## config.mk

```make
export PLATFORM = sky130hd
export DESIGN_NAME = base64_encoder_ctrl_flat
export DESIGN_NICKNAME = d
export VERILOG_FILES = /design/src/rtl/base64_encoder_ctrl_if.sv /design/src/rtl/base64_encoder_ctrl.sv /design/src/flat_wrapper.sv
export SDC_FILE = /design/constraint.sdc
export NUM_CORES = 1
export LEC_CHECK = 0
export CORE_AREA = 2 2 104 86
export CTS_CLUSTER_DIAMETER = 60
export CTS_CLUSTER_SIZE = 16
export DETAILED_ROUTE_END_ITERATION = 7
export DIE_AREA = 0 0 106 88
export PLACE_DENSITY = 0.71
export REMOVE_ABC_BUFFERS = 1
export SKIP_LAST_GASP = 1
export SLEW_MARGIN = 20
export SYNTH_ARGS = -nofsm -noshare
export SYNTH_HDL_FRONTEND = slang
export SYNTH_SLANG_ARGS = --single-unit
```

## constraint.sdc

```tcl
create_clock -name clk -period 5.6 [get_ports clk]
set_clock_uncertainty 0.1 [all_clocks]
set_input_delay 1.12 -clock clk [delete_from_list [all_inputs] [get_ports clk]]
set_output_delay 1.12 -clock clk [all_outputs]
set_load 0.1 [all_outputs]
```

## src/rtl/base64_encoder_ctrl_if.sv

```systemverilog
// Byte-in / character-out handshake bundle for the Base64 encoder controller.
// The master is the source/sink side; the slave is the encoder.
interface base64_encoder_ctrl_if;
  logic [7:0] in_data;
  logic       in_valid;
  logic       in_last;
  logic       in_ready;
  logic [7:0] out_char;
  logic       out_valid;
  logic       out_last;
  logic       out_ready;

  modport master (
    output in_data, in_valid, in_last, out_ready,
    input  in_ready, out_char, out_valid, out_last
  );

  modport slave (
    input  in_data, in_valid, in_last, out_ready,
    output in_ready, out_char, out_valid, out_last
  );
endinterface

```

## src/rtl/base64_encoder_ctrl.sv

```systemverilog
// Streaming Base64 encoder: gathers 3-byte groups, then walks the four sextets
// through one shared RFC 4648 lookup, padding short final groups.
module base64_encoder_ctrl #(
  parameter logic [7:0] PAD_CHAR = 8'h3D,
  parameter int         CNT_W    = 16
) (
  input  logic                 clk,
  input  logic                 rst,
  base64_encoder_ctrl_if.slave bus,
  output logic                 busy,
  output logic [CNT_W-1:0]     char_count
);
  typedef enum logic {COLLECT = 1'b0, EMIT = 1'b1} state_t;

  state_t           state_reg, state_next;
  logic [1:0]       byte_cnt_reg, byte_cnt_next;
  logic [23:0]      grp_reg, grp_next;
  logic [1:0]       nbytes_reg, nbytes_next;
  logic             lastgrp_reg, lastgrp_next;
  logic [1:0]       idx_reg, idx_next;
  logic [7:0]       out_char_reg, out_char_next;
  logic             out_valid_reg, out_valid_next;
  logic             out_last_reg, out_last_next;
  logic [CNT_W-1:0] char_count_reg, char_count_next;

  logic        in_ready_int, in_fire, out_fire, group_done;
  logic [23:0] lut_src;
  logic [1:0]  lut_pos, lut_nbytes;
  logic [5:0]  lut_num;
  logic [7:0]  lut_hex, char_sel;
  logic        pad;
  logic [5:0]  sextet [4];

  function automatic logic [7:0] b64_lut(input logic [5:0] num);
    if (num < 6'd26)       return 8'h41 + {2'b00, num};
    else if (num < 6'd52)  return 8'h47 + {2'b00, num};
    else if (num < 6'd62)  return 8'hFC + {2'b00, num};
    else if (num == 6'd62) return 8'h2B;
    else                   return 8'h2F;
  endfunction

  assign in_ready_int = (state_reg == COLLECT) & ~rst;
  assign in_fire      = bus.in_valid & in_ready_int;
  assign out_fire     = out_valid_reg & bus.out_ready;
  assign group_done   = in_fire & ((byte_cnt_reg == 2'd2) | bus.in_last);

  // On the entry edge the lookup sees the group being completed; in EMIT it
  // looks one character ahead so the next char is ready at the handshake.
  assign lut_src    = (state_reg == COLLECT) ? grp_next    : grp_reg;
  assign lut_pos    = (state_reg == COLLECT) ? 2'd0        : idx_reg + 2'd1;
  assign lut_nbytes = (state_reg == COLLECT) ? nbytes_next : nbytes_reg;

  for (genvar gi = 0; gi < 4; gi++) begin : g_sextet
    assign sextet[gi] = lut_src[23-6*gi -: 6];
  end

  assign lut_num  = sextet[lut_pos];
  assign lut_hex  = b64_lut(lut_num);
  assign pad      = ((lut_pos == 2'd2) && (lut_nbytes < 2'd2)) ||
                    ((lut_pos == 2'd3) && (lut_nbytes < 2'd3));
  assign char_sel = pad ? PAD_CHAR : lut_hex;

  always_ff @(posedge clk or posedge rst) begin
    if (rst) begin
      state_reg      <= COLLECT;
      byte_cnt_reg   <= 2'd0;
      grp_reg        <= 24'd0;
      nbytes_reg     <= 2'd0;
      lastgrp_reg    <= 1'b0;
      idx_reg        <= 2'd0;
      out_char_reg   <= 8'd0;
      out_valid_reg  <= 1'b0;
      out_last_reg   <= 1'b0;
      char_count_reg <= '0;
    end else begin
      state_reg      <= state_next;
      byte_cnt_reg   <= byte_cnt_next;
      grp_reg        <= grp_next;
      nbytes_reg     <= nbytes_next;
      lastgrp_reg    <= lastgrp_next;
      idx_reg        <= idx_next;
      out_char_reg   <= out_char_next;
      out_valid_reg  <= out_valid_next;
      out_last_reg   <= out_last_next;
      char_count_reg <= char_count_next;
    end
  end

  always_comb begin
    state_next      = state_reg;
    byte_cnt_next   = byte_cnt_reg;
    grp_next        = grp_reg;
    nbytes_next     = nbytes_reg;
    lastgrp_next    = lastgrp_reg;
    idx_next        = idx_reg;
    char_count_next = char_count_reg;
    case (state_reg)
      COLLECT: begin
        if (in_fire) begin
          byte_cnt_next = byte_cnt_reg + 2'd1;
          case (byte_cnt_reg)
            2'd0:    grp_next[23:16] = bus.in_data;
            2'd1:    grp_next[15:8]  = bus.in_data;
            default: grp_next[7:0]   = bus.in_data;
          endcase
          if (group_done) begin
            state_next   = EMIT;
            nbytes_next  = byte_cnt_reg + 2'd1;
            lastgrp_next = bus.in_last;
            idx_next     = 2'd0;
            // Bytes that never arrived encode as zero bits
            if (byte_cnt_reg == 2'd0) grp_next[15:8] = 8'd0;
            if (byte_cnt_reg <= 2'd1) grp_next[7:0]  = 8'd0;
          end
        end
      end
      default: begin
        if (out_fire) begin
          char_count_next = char_count_reg + {{(CNT_W-1){1'b0}}, 1'b1};
          if (idx_reg == 2'd3) begin
            state_next    = COLLECT;
            byte_cnt_next = 2'd0;
          end else begin
            idx_next = idx_reg + 2'd1;
          end
        end
      end
    endcase
  end

  always_comb begin
    out_char_next  = out_char_reg;
    out_valid_next = out_valid_reg;
    out_last_next  = out_last_reg;
    case (state_reg)
      COLLECT: begin
        if (group_done) begin
          out_char_next  = char_sel;
          out_valid_next = 1'b1;
          out_last_next  = 1'b0;
        end
      end
      default: begin
        if (out_fire) begin
          if (idx_reg == 2'd3) begin
            out_valid_next = 1'b0;
            out_last_next  = 1'b0;
          end else begin
            out_char_next = char_sel;
            out_last_next = (idx_reg == 2'd2) & lastgrp_reg;
          end
        end
      end
    endcase
  end

  assign bus.in_ready  = in_ready_int;
  assign bus.out_char  = out_char_reg;
  assign bus.out_valid = out_valid_reg;
  assign bus.out_last  = out_last_reg;
  assign busy          = (state_reg == EMIT) | (byte_cnt_reg != 2'd0);
  assign char_count    = char_count_reg;
endmodule

```

## src/flat_wrapper.sv

```systemverilog
// flat-port wrapper written by rule: the top's interface ports become plain ports
module base64_encoder_ctrl_flat 
#(
  parameter logic [7:0] PAD_CHAR = 8'h3D,
  parameter int         CNT_W    = 16
)
  (clk, rst, busy, char_count, bus_in_data, bus_in_valid, bus_in_last, bus_out_ready, bus_in_ready, bus_out_char, bus_out_valid, bus_out_last);
  base64_encoder_ctrl_if bus_i ();
  input  logic clk;
  input  logic rst;
  output logic busy;
  output logic [CNT_W-1:0] char_count;
  input wire logic [$bits(bus_i.in_data)-1:0] bus_in_data;
  input wire logic [$bits(bus_i.in_valid)-1:0] bus_in_valid;
  input wire logic [$bits(bus_i.in_last)-1:0] bus_in_last;
  input wire logic [$bits(bus_i.out_ready)-1:0] bus_out_ready;
  output wire logic [$bits(bus_i.in_ready)-1:0] bus_in_ready;
  output wire logic [$bits(bus_i.out_char)-1:0] bus_out_char;
  output wire logic [$bits(bus_i.out_valid)-1:0] bus_out_valid;
  output wire logic [$bits(bus_i.out_last)-1:0] bus_out_last;
  assign bus_i.in_data = bus_in_data;
  assign bus_i.in_valid = bus_in_valid;
  assign bus_i.in_last = bus_in_last;
  assign bus_i.out_ready = bus_out_ready;
  assign bus_in_ready = bus_i.in_ready;
  assign bus_out_char = bus_i.out_char;
  assign bus_out_valid = bus_i.out_valid;
  assign bus_out_last = bus_i.out_last;
  base64_encoder_ctrl #(.PAD_CHAR(PAD_CHAR), .CNT_W(CNT_W)) u_core (.clk(clk), .rst(rst), .bus(bus_i), .busy(busy), .char_count(char_count));
endmodule
```

== Yosys cells after proc, flatten, opt, wreduce, memory -nomap -nowiden ==
Cells that the tools add are included.
Widths: inputs -> output; s select.

* Logic and storage cells: 106
* Input port bits: 13
* Register bits: 58
* Output and inout bits: 28

* Reductions and logical operators: 15
* Add/subtract/negate cells: 6
* Bitwise logic cells: 10
* Multiplexer cells: 48
* $lt $le $gt $ge: 7
* Equality and inequality tests: 10

{| class="wikitable"
|+ Operators with widths
! kind !! count
|-
| $mux 8 || 13
|-
| $mux 24 || 3
|-
| $mux 2 || 14
|-
| $add 16x1->16 const B || 1
|-
| $add 7x6->8 const A || 2
|-
| $mux 16 || 1
|-
| $mux 1 || 13
|-
| $bmux 6 s2 || 1
|-
| $lt 6x6->1 const B || 2
|-
| $mux 6 || 2
|-
| $reduce_and 3->1 || 4
|-
| $eq 2x2->1 const B || 5
|-
| $add 3x7->8 const A || 1
|-
| $eq 6x6->1 const B || 1
|-
| $lt 6x5->1 const B || 1
|-
| $ne 2x2->1 const B || 3
|-
| $reduce_bool 2->1 || 3
|-
| $and 1x1->1 || 5
|-
| $add 2x1->2 const B || 2
|-
| $lt 2x2->1 const B || 2
|-
| $reduce_and 2->1 || 2
|-
| $reduce_and 4->1 || 1
|-
| $ge 3x3->1 const B || 1
|-
| $mux 3 || 1
|-
| 9 further kinds || 12
|}

== Depth between registers and ports, before layout ==
Gate-level depths: netlist of run 1.

* Word-level depth: 20
* Gate-level depth with buffers: 15
* Mapped depth without buffers: 13

== Worst setup path after synthesis of run 1 ==
Ideal clock, no wire load.

* Path kind: input -> register
* Start: in bus_in_valid
* End: reg u_core.out_char_reg[2], in the netlist u_core.bus.out_char[2]
* Library setup time: 126 ps
* Path buffers: 1
* Stages: 11
* Arrival: 3,556 ps
* Data required time: 5,374 ps
* Slack: 1,818 ps
* Cells stage by stage: nor4bb_1 -> buf_6 -> mux2_4 -> o2bb2ai_1 -> a211oi_2 -> ha_1 -> inv_1 -> o221ai_2 -> nor3b_1 -> o311a_1 -> o32a_1

* Elaborated cells between the ends (all ways): 36
* Those cells by class: add/sub (3); order compare (5); eq/ne (1); mux (20); bitwise (2); reduce/logical (5)

{| class="wikitable"
|+ RTL lines
! item !! line !! RTL
|-
| from (decl) || flat_wrapper.sv:14 || <nowiki>input wire logic [$bits(bus_i.in_valid)-1:0] bus_in_valid;</nowiki>
|-
| $and 1x1->1 * || base64_encoder_ctrl.sv:43 || <nowiki>assign in_fire = bus.in_valid & in_ready_int;</nowiki>
|-
| $mux 24 * || base64_encoder_ctrl.sv:99 || <nowiki>if (in_fire) begin</nowiki>
|-
| $mux 24 * || base64_encoder_ctrl.sv:97 || <nowiki>case (state_reg)</nowiki>
|-
| named net u_core.grp_next[20] || base64_encoder_ctrl.sv:17 || <nowiki>logic [23:0] grp_reg, grp_next;</nowiki>
|-
| $mux 24 * || base64_encoder_ctrl.sv:49 || <nowiki>assign lut_src = (state_reg == COLLECT) ? grp_next : grp_reg;</nowiki>
|-
| $bmux 6 s2 * || base64_encoder_ctrl.sv:57 || <nowiki>assign lut_num = sextet[lut_pos];</nowiki>
|-
| $mux 6 (not written as such) * (2 in series) || base64_encoder_ctrl.sv:57 ||
|-
| branches (longest 4 deep; another with $add 3x7->8) || -- ||
|-
| $mux 8 * || base64_encoder_ctrl.sv:35 || <nowiki>if (num < 6'd26) return 8'h41 + {2'b00, num};</nowiki>
|-
| $mux 8 * || base64_encoder_ctrl.sv:61 || <nowiki>assign char_sel = pad ? PAD_CHAR : lut_hex;</nowiki>
|-
| $mux 8 || base64_encoder_ctrl.sv:145 || <nowiki>if (idx_reg == 2'd3) begin</nowiki>
|-
| $mux 8 || base64_encoder_ctrl.sv:144 || <nowiki>if (out_fire) begin</nowiki>
|-
| $mux 8 * || base64_encoder_ctrl.sv:135 || <nowiki>case (state_reg)</nowiki>
|-
| to (signal assigned) || base64_encoder_ctrl.sv:82 || <nowiki>out_char_reg <= out_char_next;</nowiki>
|-
| to (decl) || base64_encoder_ctrl.sv:21 || <nowiki>logic [7:0] out_char_reg, out_char_next;</nowiki>
|}

Mark *: on every way through the listed nets, which the timed path passes. The select of a mux whose other input is x is not followed.
A chain may end at the register's enable or synchronous reset.

== Worst setup path in the final report of run 1 ==
* Start: in rst
* End: reg u_core.out_char_reg[2], in the netlist u_core.bus.out_char[2]

* Elaborated cells between the ends (all ways): 38
* Those cells by class: add/sub (3); order compare (5); eq/ne (1); mux (20); bitwise (4); reduce/logical (5)

{| class="wikitable"
|+ RTL lines
! item !! line !! RTL
|-
| from (decl) || flat_wrapper.sv:10 || <nowiki>input logic rst;</nowiki>
|-
| $not 1->1 * || base64_encoder_ctrl.sv:42 || <nowiki>assign in_ready_int = (state_reg == COLLECT) & ~rst;</nowiki>
|-
| $and 1x1->1 * || base64_encoder_ctrl.sv:42 ||
|-
| $and 1x1->1 * || base64_encoder_ctrl.sv:43 ||
|-
| $mux 24 * || base64_encoder_ctrl.sv:99 ||
|-
| $mux 24 * || base64_encoder_ctrl.sv:97 ||
|-
| named net u_core.grp_next[20] || base64_encoder_ctrl.sv:17 ||
|-
| $mux 24 * || base64_encoder_ctrl.sv:49 ||
|-
| $bmux 6 s2 * || base64_encoder_ctrl.sv:57 ||
|-
| $mux 6 (not written as such) * (2 in series) || base64_encoder_ctrl.sv:57 ||
|-
| branches (longest 4 deep; another with $add 3x7->8) || -- ||
|-
| $mux 8 * || base64_encoder_ctrl.sv:35 ||
|-
| $mux 8 * || base64_encoder_ctrl.sv:61 ||
|-
| $mux 8 || base64_encoder_ctrl.sv:145 ||
|-
| $mux 8 || base64_encoder_ctrl.sv:144 ||
|-
| $mux 8 * || base64_encoder_ctrl.sv:135 ||
|}

Marked as above.

==> results of run 1 <==
-- per-stage QoR --
step / utilization / std cells / setup WS [ps] / instance area (um^2) / hold slack [ps]
final: 0.477 / 481 / 1180 / 3950 / 368
after global routing: 0.477 / 481 / 1000 / 3950 / 395
after CTS: 0.477 / 481 / 1230 / 3950 / 374
after detailed placement: 0.453 / 465 / 874 / 3760 / 360
after global placement: 0.453 / 465 / 964 / 3760 / 355
after floorplan: - / 310 / 735 / 3180 / 347
-- cells by family (layout without fill, tap and decap cells) --
kind of cell    Yosys count  after routing  synth area share
mux                      23             23            0.0782
xor+xnor                 20             20            0.0542
simple gates            122            122             0.194
fa+ha+maj                12             12            0.0464
flops                    58             58             0.449
buf+inv                  23             75            0.0341
compound gates           59             59             0.144
-- synthesized netlist by cell type (6+ instances only) --
library cell and instances:
nor2b_1 9, dfrtp_1 58, nand3_1 15, nand4_1 6, ha_1 12, xnor2_1 14
nand2_1 33, mux2i_1 14, and3_1 6, inv_1 15, o21ai_1 7, a21oi_1 10
o21ai_0 7, mux2_2 6, xor2_1 6, nor2_1 30
-- layout make-up --
class	count	area (um^2)
Timing Repair Buffer	43	423
Multi-Input combinational cell	236	1680
Clock inverter	6	67.6
Clock buffer	10	128
Tap cell	112	140
Fill cell	761	4340
Sequential cell	58	1450
Inverter	16	60.1
-- routing by layer --
layer,GRT usage,share of wire,up-vias,routed length [um]
met3,0.0305,0.040,9,295
met1,0.236,0.51,1232,3740
met4,0.0622,0.0099,0,73
met5,0,0,-,0
met2,0.250,0.44,56,3270
li1,-,-,1225,-
-- worst max-delay path: stages --
cell and delay [ps]:
clkdlybuf4s50_1 580, nor4bb_2 310, buf_4 270, mux2_4 330
o2bb2ai_1 150, a211oi_2 460, ha_1 320, inv_1 70
o221ai_2 130, nor3b_1 120, o311a_1 350, o32a_1 320
-- final timing paths --
check	startpoint	endpoint	slack [ps]
setup / recovery	rst	u_core.bus.out_char[2]	1180
hold / removal	u_core.char_count[15]	u_core.char_count[15]	370
setup reg to reg	u_core.state_reg	u_core.bus.out_char[2]	1810
hold reg to reg	u_core.char_count[15]	u_core.char_count[15]	370
max in group asynchronous	rst	u_core.bus.out_char[5]	3250
min in group asynchronous	rst	u_core.grp_reg[0]	1320
==> results.toml, run 1 <==
[floorplanning]
die_w_um = 106
initial_utilization = 0.390
core-area_um2 = 8300
rows = 30
ioPinCount = 41
die_h_um = 88
dieArea_um2 = 9330

[final_layout]
drive_gt1_frac = 0.130
n_antenna_cell = 0
largest_reg_flops = 22
final_cell_mix = "dfrtp_1 (58), clkdlybuf4s50_1 (40), nand2_1 (33)"
final_common_cell = "dfrtp_1"
syn_to_final_growth_pct = 22.3
fin_nets = 389

[sta]
drv_slew = 0
rsz0062_at_grt = "false"
hold_viol = 0
tns_ps = 0
tightest_slew_ps = 997
min_period_ps = 4420
fmax_mhz = 226
relSlewSlack = 0.333
fin_crit_sh = 0.790
setup-violations-final = 0

[yosys]
synth_edf_count = 0
ys.flop_type = "dfrtp_1"
synth_area_leaders = "dfrtp_1 (45%), ha_1 (4.6%), mux2i_1 (4.3%)"
ys_warn_count = 0
yosys.area.top_type = "dfrtp_1"
syn_inst = 317
syn_avg_cell_area_um2 = 10.2
synth.distinct_cells = 60
synth_top_area_share = 0.449
ys_ff_latch = 58
synth-seq-area-share = 0.449
synthesis.area_um2 = 3230
ys_async_sr_fraction = 1.00

[drt]
wirelength_um = 7390
avgViaCountPerCell = 5.24
drtIter0Drc = 107
post_drt_wl_per_cell_um = 15.4
vias = 2522
drc_errors = 0
drtAntennaViolNets = 0
drtPass1Iterations = 5

[setup_path]
worst_ep_required_time_ps = 5720
cp-start-kind = "input pin"
critPathKind = "in2reg"
crit_fanout = 14
cp.arrival_ps = 4550
end_kind = "flip-flop"
reg2reg_depth = 11

[hold_path]
min_path_cells = 1
hold_class = "reg2reg"

[clock_network]
cts-root-buf = "clkbuf_8"
clkLatencyLatePin_ps = 340
cts.clk_slew.worst_paths_ps = 70
ctsResizeCount = 0
tritoncts = "built"
cts.sink_count = 58
clock_path_buffers = 2
cts_made_buffers = 9
cts_hold_buf = 0
htreeDepth = 3
post_cts_buffers = 0

[grt]
grt_max_degree = 33
first_global_vias = 2379
grt_pass1_wl_um = 12000
overflow = 0
grtUsageTotal = 0.165
antenna_found_initial = 0

[place]
dp_hpwl_um = 5440
gp_congestion = 0.878
io_buffers = 40

[status]
status = "finished, final reports clean"

[run]
drv_cap = 0
Power of run 1 is left out: the tool's default activity adds up to more than one toggle a clock period on the data nets, which glitch-free logic cannot reach.
==> run 2: changes to the inputs <==
clock period = 4.5 ns   (was 5.6 ns; I/O delays follow)
==> run 2 against run 1 <==
  * Register-to-register slack lost 890 ps
  * Non-clock buffer count grew 5
  * First-iteration DRC count grew 25%
  * Global-route usage grew 1.2 points
==> results.toml, run 2 (synthesis gave the netlist of run 1 again) <==
[grt]
grt_pass1_wl_um = 12700
grtUsageTotal = 0.177
antenna_found_initial = 0
overflow = 0
first_global_vias = 2434
grt_max_degree = 37

[setup_path]
worst_ep_required_time_ps = 4620
cp.arrival_ps = 4030
end_kind = "flip-flop"
crit_fanout = 8
cp-start-kind = "input pin"
r2r_setup_slack_ps = 920
critPathKind = "in2reg"

[hold_path]
hold_class = "reg2reg"

[place]
io_buffers = 40
gp_congestion = 0.923
dp_hpwl_um = 5780
pre_cts_ws_ps = 318

[drt]
avgViaCountPerCell = 5.19
drtPass1Iterations = 4
vias = 2524
drc_errors = 0
drtAntennaViolNets = 0
post_drt_wl_per_cell_um = 15.8
drtIter0Drc = 134
wirelength_um = 7700

[floorplanning]
die_w_um = 106
rows = 30
core-area_um2 = 8300
initial_utilization = 0.390
die_h_um = 88
dieArea_um2 = 9330
ioPinCount = 41

[clock_network]
post_cts_buffers = 0
clkLatencyLatePin_ps = 340
cts_hold_buf = 0
tritoncts = "built"
htreeDepth = 3
cts_made_buffers = 9
cts.clk_slew.worst_paths_ps = 60
cts.sink_count = 58
ctsResizeCount = 0
clock_path_buffers = 2
cts-root-buf = "clkbuf_8"

[pwr]
leakage_nw = 1.78
cellPowerDensity_nw_per_um2 = 858
power.total_mw = 3.44
vdd_drop_max_uv = 417

[run]
drv_cap = 0

[sta]
hold_ws_ps = 365
tightest_slew_ps = 992
final.setup.worst_slack_ps = 590
rsz0062_at_grt = "false"
drv_slew = 0
relSlewSlack = 0.337
setup-violations-final = 0
hold_viol = 0
fin_crit_sh = 0.869
fmax_mhz = 256
tns_ps = 0
min_period_ps = 3910

[final_layout]
drive_gt1_frac = 0.147
fin_nets = 394
largest_reg_flops = 22
final_common_cell = "dfrtp_1"
n_antenna_cell = 0
final_cell_mix = "dfrtp_1 (58), clkdlybuf4s50_1 (39), nand2_1 (33)"
syn_to_final_growth_pct = 24.1

[status]
status = "finished, final reports clean"
-- run 2: cell count changes in the layout (fill, tap and decap cells not counted), sizes merged --
cell | before | now
buf | 3 | 9
bufinv | 1 | 2
clkbuf | 10 | 9
clkdlybuf4s50 | 40 | 39
-- run 2: path summary, 6_finish.rpt --
kind                                        from                     end  cells after the start
min in group asynchronous                    rst  u_core.byte_cnt_reg[0]                      3
max in group asynchronous                    rst   u_core.char_count[15]                      4
min reg2reg                u_core.char_count[15]   u_core.char_count[15]                      1
max                                 bus_in_valid  u_core.bus.out_char[2]                     12
max reg2reg                    u_core.idx_reg[0]  u_core.bus.out_char[2]                     13
min                        u_core.char_count[15]   u_core.char_count[15]                      1
-- run 2: power breakdown --
group | leakage [nW] | switching [mW] | internal (mW)
logic | 0.950 | 1.36 | 0.723
clock network | 0.105 | 0.214 | 0.310
registers | 0.720 | 0.128 | 0.706
-- run 2: layout make-up --
class | instances | area (um^2)
repair buffers | 48 | 458
clock inverters | 7 | 93.8
flip-flops and latches | 58 | 1450
multi-input cells | 236 | 1680
clock buffers | 9 | 124
well taps | 112 | 140
fillers | 783 | 4280
inverters | 16 | 60.1
-- run 2: metrics by stage --
stage / area (um^2) / utilization / instances
floorplan: 3180 / - / 310
global placement: 3790 / 0.457 / 470
detailed placement: 3790 / 0.457 / 470
CTS: 4010 / 0.484 / 486
global route: 4010 / 0.484 / 486
finish: 4010 / 0.484 / 486
-- run 2: layer usage --
metal  vias up  wire [um]  share of wire  track usage
met5         -          0              0            0
li1       1222          -              -            -
met4         0         56         0.0073       0.0371
met1      1244       3790           0.49        0.254
met3         5        369          0.048       0.0543
met2        53       3480           0.45        0.265
-- run 2: worst max-delay path: stages --
cell	delay, ps
clkdlybuf4s50_1	530
nor4bb_2	450
buf_4	270
mux2i_1	240
o2bb2ai_1	110
a211oi_2	260
ha_1	270
inv_1	60
o221ai_2	140
nor3b_1	120
o311a_1	340
o32a_1	320
(Power assumes the default switching activity.)
==> run 3: changes to the inputs <==
CAP_MARGIN = 0   (was unset)
==> results of run 3 <==
Same layout as run 2: the final DEF is identical, and so are final timing and power.
